$ cat config.mk
export PLATFORM = sky130hd
export DESIGN_NAME = control_unit_flat
export DESIGN_NICKNAME = d
export VERILOG_FILES = /design/src/rtl/control_unit_if.sv /design/src/rtl/control_unit.sv /design/src/flat_wrapper.sv
export SDC_FILE = /design/constraint.sdc
export NUM_CORES = 1
export LEC_CHECK = 0
export ABC_CLOCK_PERIOD_IN_PS = 3900
export CAP_MARGIN = 30
export CORE_ASPECT_RATIO = 1.1
export CORE_MARGIN = 2
export CORE_UTILIZATION = 40
export CTS_CLUSTER_SIZE = 40
export DETAILED_ROUTE_END_ITERATION = 8
export GPL_TIMING_DRIVEN = 0
export PLACE_DENSITY = 0.67
export SLEW_MARGIN = 20
export SYNTH_ARGS = -nofsm -noshare
export SYNTH_HDL_FRONTEND = slang
export SYNTH_SLANG_ARGS = --single-unit
$ cat constraint.sdc
create_clock -name clk -period 3.9 [get_ports clk]
set_input_delay 0.585 -clock clk [delete_from_list [all_inputs] [get_ports clk]]
set_output_delay 0.585 -clock clk [all_outputs]
set_load 0.05 [all_outputs]
$ cat src/rtl/control_unit_if.sv
// rtl/control_unit_if.sv - control/status bundle between control_unit and the datapath
interface control_unit_if;
    logic [6:0] opcode;
    logic [2:0] funct3;
    logic [3:0] alu_flags;
    logic       pc_we;
    logic       ir_we;
    logic       rf_we;
    logic       d_mem_we;
    logic [3:0] alu_cmd;
    logic       alu_src;
    logic       pc_src;
    logic       rf_src;
    logic       halted;

    modport master (
        input  opcode,
        input  funct3,
        input  alu_flags,
        output pc_we,
        output ir_we,
        output rf_we,
        output d_mem_we,
        output alu_cmd,
        output alu_src,
        output pc_src,
        output rf_src,
        output halted
    );

    modport slave (
        output opcode,
        output funct3,
        output alu_flags,
        input  pc_we,
        input  ir_we,
        input  rf_we,
        input  d_mem_we,
        input  alu_cmd,
        input  alu_src,
        input  pc_src,
        input  rf_src,
        input  halted
    );
endinterface

$ cat src/rtl/control_unit.sv
// rtl/control_unit.sv - multi-cycle RV64 control FSM driving datapath strobes and selects
module control_unit #(
    parameter int unsigned MEM_LAT = 1
) (
    input  logic          clk,
    input  logic          rst_n,
    control_unit_if.master cu
);
    localparam logic [2:0] S_FETCH  = 3'd0;
    localparam logic [2:0] S_DECODE = 3'd1;
    localparam logic [2:0] S_EXEC   = 3'd2;
    localparam logic [2:0] S_MEM    = 3'd3;
    localparam logic [2:0] S_WB     = 3'd4;
    localparam logic [2:0] S_HALT   = 3'd5;

    localparam logic [2:0] C_R      = 3'd0;
    localparam logic [2:0] C_IALU   = 3'd1;
    localparam logic [2:0] C_LOAD   = 3'd2;
    localparam logic [2:0] C_STORE  = 3'd3;
    localparam logic [2:0] C_BRANCH = 3'd4;
    localparam logic [2:0] C_LUI    = 3'd5;
    localparam logic [2:0] C_JAL    = 3'd6;
    localparam logic [2:0] C_ILL    = 3'd7;

    localparam logic [3:0] MEM_INIT = 4'(MEM_LAT - 1);

    logic [2:0] state;
    logic [2:0] state_nxt;
    logic [2:0] cls;
    logic [2:0] dec_cls;
    logic [2:0] f3;
    logic [3:0] mem_cnt;
    logic       halted_q;
    logic       taken;
    logic       in_body;

    always_comb begin
        dec_cls = C_ILL;
        case (cu.opcode)
            7'b0110011: dec_cls = C_R;
            7'b0010011: dec_cls = C_IALU;
            7'b0000011: dec_cls = C_LOAD;
            7'b0100011: dec_cls = C_STORE;
            7'b1100011: dec_cls = C_BRANCH;
            7'b0110111: dec_cls = C_LUI;
            7'b1101111: dec_cls = C_JAL;
            default:    dec_cls = C_ILL;
        endcase
    end

    // Signed compare uses MSB^ovf of A-B; unsigned uses carry-out (1 = no borrow).
    always_comb begin
        taken = 1'b0;
        case (f3)
            3'b000:  taken = cu.alu_flags[0];
            3'b001:  taken = ~cu.alu_flags[0];
            3'b100:  taken = cu.alu_flags[1] ^ cu.alu_flags[2];
            3'b101:  taken = ~(cu.alu_flags[1] ^ cu.alu_flags[2]);
            3'b110:  taken = ~cu.alu_flags[3];
            3'b111:  taken = cu.alu_flags[3];
            default: taken = 1'b0;
        endcase
    end

    always_comb begin
        state_nxt = state;
        case (state)
            S_FETCH:  state_nxt = S_DECODE;
            S_DECODE: state_nxt = (dec_cls == C_ILL) ? S_HALT : S_EXEC;
            S_EXEC: begin
                if (cls == C_LOAD || cls == C_STORE)
                    state_nxt = S_MEM;
                else if (cls == C_BRANCH)
                    state_nxt = S_FETCH;
                else
                    state_nxt = S_WB;
            end
            S_MEM: begin
                if (mem_cnt == 4'd0)
                    state_nxt = (cls == C_LOAD) ? S_WB : S_FETCH;
                else
                    state_nxt = S_MEM;
            end
            S_WB:     state_nxt = S_FETCH;
            S_HALT:   state_nxt = S_HALT;
            default:  state_nxt = S_FETCH;
        endcase
    end

    always_ff @(posedge clk or negedge rst_n) begin
        if (!rst_n) begin
            state    <= S_FETCH;
            cls      <= C_R;
            f3       <= 3'd0;
            mem_cnt  <= 4'd0;
            halted_q <= 1'b0;
        end else begin
            state <= state_nxt;
            if (state == S_DECODE) begin
                cls <= dec_cls;
                f3  <= cu.funct3;
            end
            if (state == S_EXEC)
                mem_cnt <= MEM_INIT;
            else if (state == S_MEM && mem_cnt != 4'd0)
                mem_cnt <= mem_cnt - 4'd1;
            if (state_nxt == S_HALT)
                halted_q <= 1'b1;
        end
    end

    assign in_body = (state == S_EXEC) || (state == S_MEM) || (state == S_WB);

    always_comb begin
        cu.pc_we    = 1'b0;
        cu.ir_we    = 1'b0;
        cu.rf_we    = 1'b0;
        cu.d_mem_we = 1'b0;
        cu.alu_cmd  = 4'b0000;
        cu.alu_src  = 1'b0;
        cu.pc_src   = 1'b0;
        cu.rf_src   = 1'b0;
        cu.halted   = halted_q;

        if (in_body) begin
            case (cls)
                C_R:      cu.alu_cmd = 4'b0000;
                C_IALU:   cu.alu_cmd = 4'b0001;
                C_LOAD:   cu.alu_cmd = 4'b0001;
                C_STORE:  cu.alu_cmd = 4'b0010;
                C_BRANCH: cu.alu_cmd = 4'b0011;
                C_LUI:    cu.alu_cmd = 4'b0100;
                C_JAL:    cu.alu_cmd = 4'b0101;
                default:  cu.alu_cmd = 4'b0000;
            endcase
            cu.alu_src = ~((cls == C_R) || (cls == C_BRANCH));
        end

        case (state)
            S_FETCH: cu.ir_we = 1'b1;
            S_EXEC: begin
                if (cls == C_BRANCH) begin
                    cu.pc_we  = 1'b1;
                    cu.pc_src = taken;
                end
            end
            S_MEM: begin
                // Store strobe is a one-cycle pulse on the first MEM cycle only.
                if (cls == C_STORE) begin
                    cu.d_mem_we = (mem_cnt == MEM_INIT);
                    cu.pc_we    = (mem_cnt == 4'd0);
                end
            end
            S_WB: begin
                cu.rf_we  = 1'b1;
                cu.pc_we  = 1'b1;
                cu.rf_src = (cls == C_LOAD);
                cu.pc_src = (cls == C_JAL);
            end
            default: ;
        endcase
    end
endmodule
$ cat src/flat_wrapper.sv
// flat-port wrapper written by rule: the top's interface ports become plain ports
module control_unit_flat 
#(
    parameter int unsigned MEM_LAT = 1
)
  (clk, rst_n, cu_opcode, cu_funct3, cu_alu_flags, cu_pc_we, cu_ir_we, cu_rf_we, cu_d_mem_we, cu_alu_cmd, cu_alu_src, cu_pc_src, cu_rf_src, cu_halted);
  control_unit_if cu_i ();
  input  logic clk;
  input  logic rst_n;
  input wire logic [$bits(cu_i.opcode)-1:0] cu_opcode;
  input wire logic [$bits(cu_i.funct3)-1:0] cu_funct3;
  input wire logic [$bits(cu_i.alu_flags)-1:0] cu_alu_flags;
  output wire logic [$bits(cu_i.pc_we)-1:0] cu_pc_we;
  output wire logic [$bits(cu_i.ir_we)-1:0] cu_ir_we;
  output wire logic [$bits(cu_i.rf_we)-1:0] cu_rf_we;
  output wire logic [$bits(cu_i.d_mem_we)-1:0] cu_d_mem_we;
  output wire logic [$bits(cu_i.alu_cmd)-1:0] cu_alu_cmd;
  output wire logic [$bits(cu_i.alu_src)-1:0] cu_alu_src;
  output wire logic [$bits(cu_i.pc_src)-1:0] cu_pc_src;
  output wire logic [$bits(cu_i.rf_src)-1:0] cu_rf_src;
  output wire logic [$bits(cu_i.halted)-1:0] cu_halted;
  assign cu_i.opcode = cu_opcode;
  assign cu_i.funct3 = cu_funct3;
  assign cu_i.alu_flags = cu_alu_flags;
  assign cu_pc_we = cu_i.pc_we;
  assign cu_ir_we = cu_i.ir_we;
  assign cu_rf_we = cu_i.rf_we;
  assign cu_d_mem_we = cu_i.d_mem_we;
  assign cu_alu_cmd = cu_i.alu_cmd;
  assign cu_alu_src = cu_i.alu_src;
  assign cu_pc_src = cu_i.pc_src;
  assign cu_rf_src = cu_i.rf_src;
  assign cu_halted = cu_i.halted;
  control_unit #(.MEM_LAT(MEM_LAT)) u_core (.clk(clk), .rst_n(rst_n), .cu(cu_i));
endmodule
# After elaboration in Yosys (flattened, before gate mapping)
# Index checks and enable logic that the tools add are counted.
# Widths: inputs -> output; s select.
dict set report word_totals {
  reg_bits 14
}
dict set report op_classes {
  addsub 1
  n_eq_ne 25
  muxes 22
  n_bitwise 5
  reduce_logical 12
}
# op n
set ops {}
lappend ops {{$eq 3x3->1 const B} 11}
lappend ops {{$pmux 3 s5} 2}
lappend ops {{$eq 7x6->1 const B} 3}
lappend ops {{$pmux 3 s7} 1}
lappend ops {{$mux 3} 5}
lappend ops {{$eq 7x7->1 const B} 2}
lappend ops {{$eq 3x2->1 const B} 4}
lappend ops {{$mux 4} 3}
lappend ops {{$eq 3x1->1 const B} 3}
lappend ops {{$logic_not 3->1} 3}
lappend ops {{$mux 1} 8}
lappend ops {{$eq 7x2->1 const B} 1}
lappend ops {{$eq 7x5->1 const B} 1}
lappend ops {{$pmux 1 s6} 1}
lappend ops {{$logic_not 4->1} 1}
lappend ops {{$logic_or 1x1->1} 4}
lappend ops {{$not 1->1} 4}
lappend ops {{$reduce_bool 4->1} 1}
lappend ops {{$sub 4x1->4 const B} 1}
lappend ops {{$pmux 1 s3} 1}
lappend ops {{$pmux 1 s2} 1}
lappend ops {{$reduce_bool 2->1} 1}
lappend ops {{$reduce_or 2->1} 1}
lappend ops {{$logic_and 1x1->1} 1}
lappend ops {{$xor 1x1->1} 1}

# Logic depth before layout (Yosys ltp)
# Gate-level depths: netlist of the first run.
dict set report depth {
  word_depth 6
  mapped_depth 7
  ltp_nobuf 6
}

# Worst setup path after synthesis of the first run
# Ideal clock, no wire load.
dict set report synth_path {
  path_type {reg2out}
  start {register u_core.state[0]}
  end {output cu_rf_src}
  slack_ps 766
  arrival_time_ps 2549
  path_buffers 1
  path_stages_with_launch 4
  path_cell_list {dfrtp_1 -> clkbuf_8 -> nor3b_2 -> nor3b_1}
}
dict set report synth_between {
  elab_chain_len 2
}
# item line_no
set synth_rtl {}
lappend synth_rtl {{start: declaration} control_unit.sv:27} ;# logic [2:0] state;
lappend synth_rtl {{start signal: assignment} control_unit.sv:98} ;# state <= state_nxt;
lappend synth_rtl {{$eq 3x3->1} control_unit.sv:139} ;# case (state)
lappend synth_rtl {{$mux 1} control_unit.sv:139}
lappend synth_rtl {{end: declaration} flat_wrapper.sv:20} ;# output wire logic [$bits(cu_i.rf_src)-1:0] cu_rf_src;
# Every way passes these cells.

# Worst setup path in the final report of the first run
dict set report layout_path {
  start {register u_core.mem_cnt[0]}
  end {output cu_pc_we}
}
dict set report layout_between {
  elab_chain_len 3
}
# item line_no
set layout_rtl {}
lappend layout_rtl {{start: declaration} control_unit.sv:32} ;# logic [3:0] mem_cnt;
lappend layout_rtl {{start signal: assignment} control_unit.sv:106} ;# mem_cnt <= mem_cnt - 4'd1;
lappend layout_rtl {{$logic_not 4->1} control_unit.sv:151} ;# cu.pc_we = (mem_cnt == 4'd0);
lappend layout_rtl {{$mux 1} control_unit.sv:149} ;# if (cls == C_STORE) begin
lappend layout_rtl {{$pmux 1 s3} control_unit.sv:139}
lappend layout_rtl {{end: declaration} flat_wrapper.sv:13} ;# output wire logic [$bits(cu_i.pc_we)-1:0] cu_pc_we;
# Every way passes these cells.

==> reports/metrics.yaml, run 1 <==
status: "completed"
placed_area_um2: 1380
nNetsFinal: 161
grt_overflow_total: 0
synth_largest_area_cell: "dfrtp_1"
worst-endpoint-arrival_ns: 2.57
die_w_um: 53.8
timing_hold_violations_final: 0
synth_edf_count: 0
p_int_uw: 221
drive_above_1_share_pct: 20.4
synthTopCellsByCount: "14 x dfrtp_1, 12 x nor2_1, 6 x a21oi_1, 6 x nand2_1, 6 x xor2_1"
synth_warnings: 0
worst_ep_required_time_ns: 3.31
critPathTopFamily: "buffers and inverters"
slowest_stage: "clkdlybuf4s50_1"
path_cells: "inv_1 > ha_1 > or3b_1 > buf_6 > nor3_2 > or3_1 > clkdlybuf4s50_1"
drt_iter0_markers: 17
grt_setup_unrepaired: "no"
cts_root_buf: "clkbuf_4"
setup_viol: 0
relSlewSlack_pct: 56.3
pwr-share-comb_pct: 12.2
crit_path_start_kind: "register"
fin_area_um2: 1420
drc: 0
max_freq_mhz: 317
synth_area_um2: 1090
grt_pass1_wl_um: 3610
max_cap_viol_count: 0
synth.ff_latch_count: 14
min_period_ns: 3.15
crit_fanout: 6
synthArstFlopShare_pct: 100
avgSynthCellArea_um2: 9.67
antenna_left: 0
postCtsSetupBuffers: 0
io_buffers: 25
dr_total_vias: 912
leakage_uw: 0.000599
synthMostInstantiatedCell: "dfrtp_1"
syn_nets: 131
grt_use_total_pct: 15.8
drtPass1Iterations: 4
cp_slowest_stage_delay_ns: 0.80
core_region_area_um2: 2540
clk_pin_slew_ns: 0.09
setup_tns_ns: 0
max-vdd-ir-drop_mv: 0.137
dieArea_um2: 3170
p_switching_uw: 64.9
hpwl_um: 1820
clock_sinks: 14
initial_core_util_pct: 42.9
design_power_total_uw: 286
fin_worst_skew_ns: 0.00114
num_io_pins: 28
drv_slew: 0
clkPwrFrac_pct: 37.1
post_drt_via_cell_ratio: 5.27
cts_buffers: 3
fin_crit_sh_pct: 80.8
tightest_slew_ns: 0.654
powerDensity_nw_per_um2: 202
globalplace.congestion: 0.703
swShare_pct: 22.7
cp_num_buf_inv: 3
diodes: 0
holdBufCountCts: 0
synth_area_leaders: "dfrtp_1 32%, xor2_1 4.8%, mux2_2 4.1%"
ctsResizeCount: 0
clk_latency_ns: 0.28
antenna_found_initial: 0
seqPwrFrac_pct: 50.7
post_drt_wl_per_cell_um: 13.0
grt_max_degree: 15
ys_seq_area_share_pct: 32.1
synth_flop_cell: "dfrtp_1"
wl_um: 2240
critical_path_class: "register to output pin"
cts.htree.levels: 1
netlist.area_leader.share_pct: 32.1
rows: 19
cts_tree: "done"
setup.worst_path.end_class: "output pin"
synthDistinctLibCells: 47
grt_pass1_vias: 841
cts_max_path_buffers: 2
die_h_um: 58.8
netlist_instances: 113
hold_path.class: "register to register"
syn2layout_area_growth_pct: 29.8
## metrics by stage
stage	hold WS [ns]	setup WS (ns)	std cells	util, %
final	0.506	0.749	173	55.7
after floorplan	0.289	0.766	113	-
after global placement	0.489	0.796	169	54.3
after global routing	0.536	0.651	173	55.7
after detailed placement	0.480	0.779	169	54.3
after CTS	0.514	0.721	173	55.7
## worst register-to-register path, stage by stage, from the launching register on
cell and delay [ns]:
dfrtp_1 0.42, inv_1 0.09, ha_1 0.15, or3b_1 0.36, buf_6 0.15, nor4_4 0.21, a21oi_2 0.06, o221ai_2 0.15
## registers in the layout (all words and copies together), names as in the netlist
| register | cells |
|---|---|
| u_core.cu.halted | 1 |
| u_core.f3 | 3 |
| u_core.state | 3 |
| u_core.mem_cnt | 4 |
| u_core.cls | 3 |
## worst paths after layout
kind | start | end | slack [ns] | cells after the start
max | u_core.mem_cnt[0] | cu_pc_we | 0.75 | 7
min | u_core.cu.halted | u_core.cu.halted | 0.51 | 1
max reg2reg | u_core.mem_cnt[0] | u_core.state[2] | 2.25 | 7
min reg2reg | u_core.cu.halted | u_core.cu.halted | 0.51 | 1
max in group asynchronous | rst_n | u_core.mem_cnt[1] | 2.79 | 1
min in group asynchronous | rst_n | u_core.mem_cnt[3] | 0.70 | 1
## cell families after synthesis
logic type	share of synthesized area (%)
other	0.343
AND/OR/NAND/NOR	28.5
flip-flops	32.1
buffers and inverters	8.48
multiplexers	5.96
AO/OA/AOI/OAI	14.5
adder cells (fa/ha/maj)	2.29
XOR/XNOR	7.79
## cell type report
class / instances / area, um^2
Clock buffer: 4 / 36.3
Buffer: 8 / 81.3
Tap cell: 31 / 38.8
Timing Repair Buffer: 25 / 250
Fill cell: 231 / 1130
Inverter: 3 / 11.3
Sequential cell: 14 / 350
Multi-Input combinational cell: 88 / 649
## cell usage in the layout, fill, tap and decap left out, types with 2 or more instances in the layout
master and count:
nand2_1 6, mux2i_1 2, o21ai_0 5, or3_1 3, nor3b_2 2, clkdlybuf4s50_1 25
nand3_1 4, nand4_1 3, mux2_2 4, a21oi_1 6, nand3b_1 3, buf_2 2
nor2_1 12, nor3_1 2, o21ai_1 2, inv_1 3, dfrtp_1 14, ha_1 2
clkbuf_4 3, buf_6 2, clkbuf_8 4, xor2_1 6
## per-layer routing
layer	wire (um)	track usage, %	vias to the layer above
met5	0	0	-
met4	26	4.40	0
met3	71	3.81	4
met2	1130	27.5	16
met1	1020	19.1	425
li1	-	-	467
## power groups by stage
stage	clock, uW	combinational (uW)	sequential (uW)
final	106	34.9	145
after detailed placement	0	35.3	148
after CTS	108	35.5	145
after floorplan	0	13.3	148
after global routing	119	38.1	145
after global placement	0	34.3	148
Power figures use the tool's default switching activity.
==> run 2: changes to the inputs <==
--- a/config.mk
+++ b/config.mk
@@ -5,7 +5,7 @@
 export SDC_FILE = /design/constraint.sdc
 export NUM_CORES = 1
 export LEC_CHECK = 0
-export ABC_CLOCK_PERIOD_IN_PS = 3900
+export ABC_CLOCK_PERIOD_IN_PS = 2600
 export CAP_MARGIN = 30
 export CORE_ASPECT_RATIO = 1.1
 export CORE_MARGIN = 2
@@ -13,7 +13,7 @@
 export CTS_CLUSTER_SIZE = 40
 export DETAILED_ROUTE_END_ITERATION = 8
 export GPL_TIMING_DRIVEN = 0
-export PLACE_DENSITY = 0.67
+export PLACE_DENSITY = 0.7
 export SLEW_MARGIN = 20
 export SYNTH_ARGS = -nofsm -noshare
 export SYNTH_HDL_FRONTEND = slang
==> constraint.sdc (replaced) <==
create_clock -name clk -period 2.6 [get_ports clk]
set_input_delay 0.39 -clock clk [delete_from_list [all_inputs] [get_ports clk]]
set_output_delay 0.39 -clock clk [all_outputs]
set_load 0.05 [all_outputs]
==> reports/metrics.yaml, run 2 (synthesized netlist as in run 1, its figures left out) <==
status: "completed"
cp_num_buf_inv: 1
post_drt_via_cell_ratio: 5.40
cts_buffers: 3
hold_path.class: "register to register"
setup.worst_path.end_class: "output pin"
placed_area_um2: 1400
clk_latency_ns: 0.28
critPathTopFamily: "buffers and inverters"
path_cells: "nor3b_2 > clkdlybuf4s50_1"
grt_pass1_vias: 920
post_drt_wl_per_cell_um: 13.6
drive_above_1_share_pct: 23.2
swShare_pct: 23.3
layout_common_cells: "17 x clkdlybuf4s50_1, 14 x dfrtp_1, 12 x nor2_1"
initial_core_util_pct: 42.9
drc: 0
grt_use_total_pct: 17.2
core_region_area_um2: 2540
cp_slowest_stage_delay_ns: 0.87
seq_area_um2: 350
nFillCells: 233
grt_pass1_wl_um: 3900
max_freq_mhz: 406
antenna_left: 0
slowest_stage: "clkdlybuf4s50_1"
dieArea_um2: 3170
crit_fanout: 8
rows: 19
powerDensity_nw_per_um2: 306
dr_total_vias: 934
timing_hold_violations_final: 0
nNetsFinal: 161
crit_path_start_kind: "register"
multi_input_area_um2: 664
critical_path_class: "register to output pin"
hpwl_um: 1880
cts_root_buf: "clkbuf_4"
clkPwrFrac_pct: 37.6
min_period_ns: 2.46
pwr-share-comb_pct: 12.1
io_buffers: 25
leakage_uw: 0.000631
cts_tree: "done"
die_h_um: 58.8
fin_area_um2: 1420
drtPass1Iterations: 4
final_common_cell: "clkdlybuf4s50_1"
drt_iter0_markers: 14
postCtsSetupBuffers: 0
relSlewSlack_pct: 56.6
antenna_found_initial: 0
die_w_um: 53.8
p_int_uw: 332
cts.htree.levels: 1
setup_tns_ns: 0
fin_worst_skew_ns: 0.00271
cts_max_path_buffers: 2
grt_setup_unrepaired: "no"
clk_pin_slew_ns: 0.09
grt_overflow_total: 0
holdBufCountCts: 0
fin_crit_sh_pct: 94.7
seqPwrFrac_pct: 50.3
worst-endpoint-arrival_ns: 2.07
drv_slew: 0
max-vdd-ir-drop_mv: 0.259
r2r_slack_ns: 0.91
max_cap_viol_count: 0
setup_viol: 0
grt_max_degree: 15
largest-register: "u_core.mem_cnt"
tightest_slew_ns: 0.649
clock_sinks: 14
finish.utilization_pct: 55.6
design_power_total_uw: 433
wl_um: 2360
worst_ep_required_time_ns: 2.21
diodes: 0
globalplace.congestion: 0.747
p_switching_uw: 101
largest_register_ffs: 4
syn2layout_area_growth_pct: 29.6
num_io_pins: 28
## run 2: cell count changes in the layout (fill, tap and decap cells not counted)
cell             delta
nor3_2              -1
nor3b_1             -1
nor3_4              +1
dlygate4sd2_1       +6
a21oi_1             -1
clkdlybuf4s50_1     -8
nor3b_2             +1
clkbuf_2            +1
a21oi_2             +1
buf_2               +1
## run 2: path summary, 6_finish.rpt
kind                              startpoint                 to  cells after the start
max in group asynchronous              rst_n      u_core.cls[1]                      1
min in group asynchronous              rst_n  u_core.mem_cnt[1]                      1
min reg2reg                 u_core.cu.halted   u_core.cu.halted                      1
min                         u_core.cu.halted   u_core.cu.halted                      1
max reg2reg                u_core.mem_cnt[0]    u_core.state[2]                      7
max                          u_core.state[2]           cu_rf_we                      2
## run 2: through the flow
step                hold slack [ns]  cells  worst slack, ns
floorplan                    0.0944    113          0.00555
global placement              0.483    169           -0.104
detailed placement            0.472    169           -0.127
CTS                           0.496    173           0.0145
global route                  0.510    173           0.0292
finish                        0.489    173            0.137
## run 2: area by class of cell
cell class	instances	share of cell area [%]
Multi-Input combinational cell	88	46.9
Sequential cell	14	24.8
Timing Repair Buffer	25	16.4
Buffer	8	5.75
Tap cell	31	2.74
Clock buffer	4	2.56
Inverter	3	0.796
## run 2: what timing repair did
| item | 4_1_cts | 5_1_grt |
|---|---|---|
| gates resized for setup | 11 | 3 |
| endpoints found under the setup margin | 8 | 2 |
| cloned | 0 | 0 |
## run 2: routing by layer
metal	GRT usage (%)	wire, um	share of wire (%)
met3	2.54	64	2.7
met4	11.7	79	3.4
met2	28.2	1220	52
met5	0	0	0
met1	20.1	990	42
## run 2: power by group through the flow
stage	registers, uW	logic, uW	clock network [uW]
after CTS	218	53.0	168
after global routing	218	57.6	176
after detailed placement	222	52.9	0
after floorplan	222	20.0	0
final	218	52.3	163
after global placement	222	50.8	0
==> run 3: changes to the inputs <==
--- a/config.mk
+++ b/config.mk
@@ -8,8 +8,8 @@
 export ABC_CLOCK_PERIOD_IN_PS = 2600
 export CAP_MARGIN = 30
 export CORE_ASPECT_RATIO = 1.1
-export CORE_MARGIN = 2
 export CORE_UTILIZATION = 40
+export CTS_CLUSTER_DIAMETER = 60
 export CTS_CLUSTER_SIZE = 40
 export DETAILED_ROUTE_END_ITERATION = 8
 export GPL_TIMING_DRIVEN = 0
==> reports/metrics.yaml, run 3 (synthesized netlist as in run 1, its figures left out) <==
seqPwrFrac_pct: 50.5
clk_pin_slew_ns: 0.09
io_buffers: 25
clkPwrFrac_pct: 37.3
min_path_cells: 1
die_w_um: 51.8
grt_pass1_vias: 842
powerDensity_nw_per_um2: 304
setup_viol: 0
hold-path-endpoint: "u_core.cu.halted"
dieArea_um2: 2940
grtUsageMet1_pct: 20.7
reg2reg_depth: 7
pwr-share-comb_pct: 12.1
grt_max_degree: 15
layout_common_cells: "17 x clkdlybuf4s50_1, 14 x dfrtp_1, 12 x nor2_1"
initial_core_util_pct: 42.9
max_cap_viol_count: 0
hold_start: "u_core.cu.halted"
p_switching_uw: 98.8
nNetsFinal: 161
cts_buffers: 3
core_region_area_um2: 2540
drt_iter0_markers: 10
grt_use_total_pct: 17.4
largest_register_ffs: 4
min_period_ns: 2.48
timing_hold_violations_final: 0
max_freq_mhz: 402
diodes: 0
final_common_cell: "clkdlybuf4s50_1"
grt_use_met3_pct: 2.98
worst_ep_required_time_ns: 2.21
crit_path_start_kind: "register"
drc: 0
cts.htree.levels: 1
max-vdd-ir-drop_mv: 0.210
worst-endpoint-arrival_ns: 2.09
cts_tree: "done"
syn2layout_area_growth_pct: 29.6
drtPass1Iterations: 4
die_h_um: 56.8
fin_worst_skew_ns: 0.000535
antenna_left: 0
largest-register: "u_core.mem_cnt"
drive_above_1_share_pct: 23.2
cts_root_buf: "clkbuf_4"
holdBufCountCts: 0
crit_fanout: 8
setup_tns_ns: 0
grtUsageMet2_pct: 29.3
post_drt_wl_per_cell_um: 13.3
num_io_pins: 28
leakage_uw: 0.000631
grt_setup_unrepaired: "no"
worstReg2RegEnd: "u_core.state[2]"
tightest_slew_ns: 0.661
status: "completed"
hold_path.class: "register to register"
rows: 19
grt_pass1_wl_um: 3750
post_drt_via_cell_ratio: 5.37
grt_overflow_total: 0
antenna_found_initial: 0
globalplace.congestion: 0.775
critical_path_class: "register to output pin"
dr_total_vias: 929
clk_latency_ns: 0.28
holdWs_ns: 0.497
grt_busiest_layer: "met2"
r2r_slack_ns: 0.92
fin_crit_sh_pct: 95.6
cts_max_path_buffers: 2
drv_slew: 0
wl_um: 2300
swShare_pct: 22.9
hpwl_um: 1800
p_int_uw: 332
clock_sinks: 14
setup.worst_path.end_class: "output pin"
relSlewSlack_pct: 55.8
r2r-start: "u_core.mem_cnt[0]"
## run 3: cell type report
cell class / instances / area [um^2]
clock buffer: 4 / 36.3
tap: 31 / 38.8
buffer: 8 / 81.3
timing repair buffer: 25 / 233
fill: 245 / 1130
sequential: 14 / 350
multi-input combinational: 88 / 664
inverter: 3 / 11.3
## run 3: metal layers
layer	share of wire [%]	vias up
li1	-	464
met1	44	446
met2	52	17
met3	3.5	2
met4	0.96	0
met5	0	-
## run 3: worst max path at each step
| stage | start | slack, ns | depth (start not counted) | to |
|---|---|---|---|---|
| 3_3_place_gp | cu_alu_flags[2] | -0.11 | 6 | cu_pc_src |
| 6_report | u_core.state[2] | 0.12 | 2 | cu_rf_we |
| 3_5_place_dp | cu_alu_flags[2] | -0.14 | 6 | cu_pc_src |
| 5_1_grt | u_core.state[2] | 0.03 | 2 | cu_rf_we |
| 4_1_cts | u_core.mem_cnt[0] | 0.02 | 6 | cu_d_mem_we |
| 2_1_floorplan | u_core.state[0] | 0.006 | 4 | cu_alu_cmd[0] |
## run 3: through the flow
step / setup WS [ns] / total power [uW] / std cells / instance area, um^2 / utilization, %
finish: 0.115 / 431 / 173 / 1420 / 55.6
global route: 0.0293 / 454 / 173 / 1420 / 55.6
CTS: 0.0173 / 438 / 173 / 1430 / 56.1
detailed placement: -0.138 / 274 / 169 / 1400 / 54.9
global placement: -0.114 / 273 / 169 / 1400 / 54.9
floorplan: 0.00555 / 242 / 113 / 1110 / -
## run 3: power groups by stage
stage          combinational (uW)  sequential (uW)  clock, uW
3_5_place_dp                 52.6              222          0
3_3_place_gp                 51.2              222          0
5_1_grt                      56.6              218        180
4_1_cts                      52.7              218        168
2_1_floorplan                20.0              222          0
6_report                     52.3              218        161
## run 3: critical path, cell delays in order, from the launching register on
cell and delay (ns):
dfrtp_1 0.55, nor3b_2 0.40, clkdlybuf4s50_1 0.87
## run 3: repair_timing
| item | 4_1_cts | 5_1_grt |
|---|---|---|
| setup endpoints to repair | 8 | 2 |
| setup buffers | 0 | 0 |
| resized for setup | 11 | 3 |
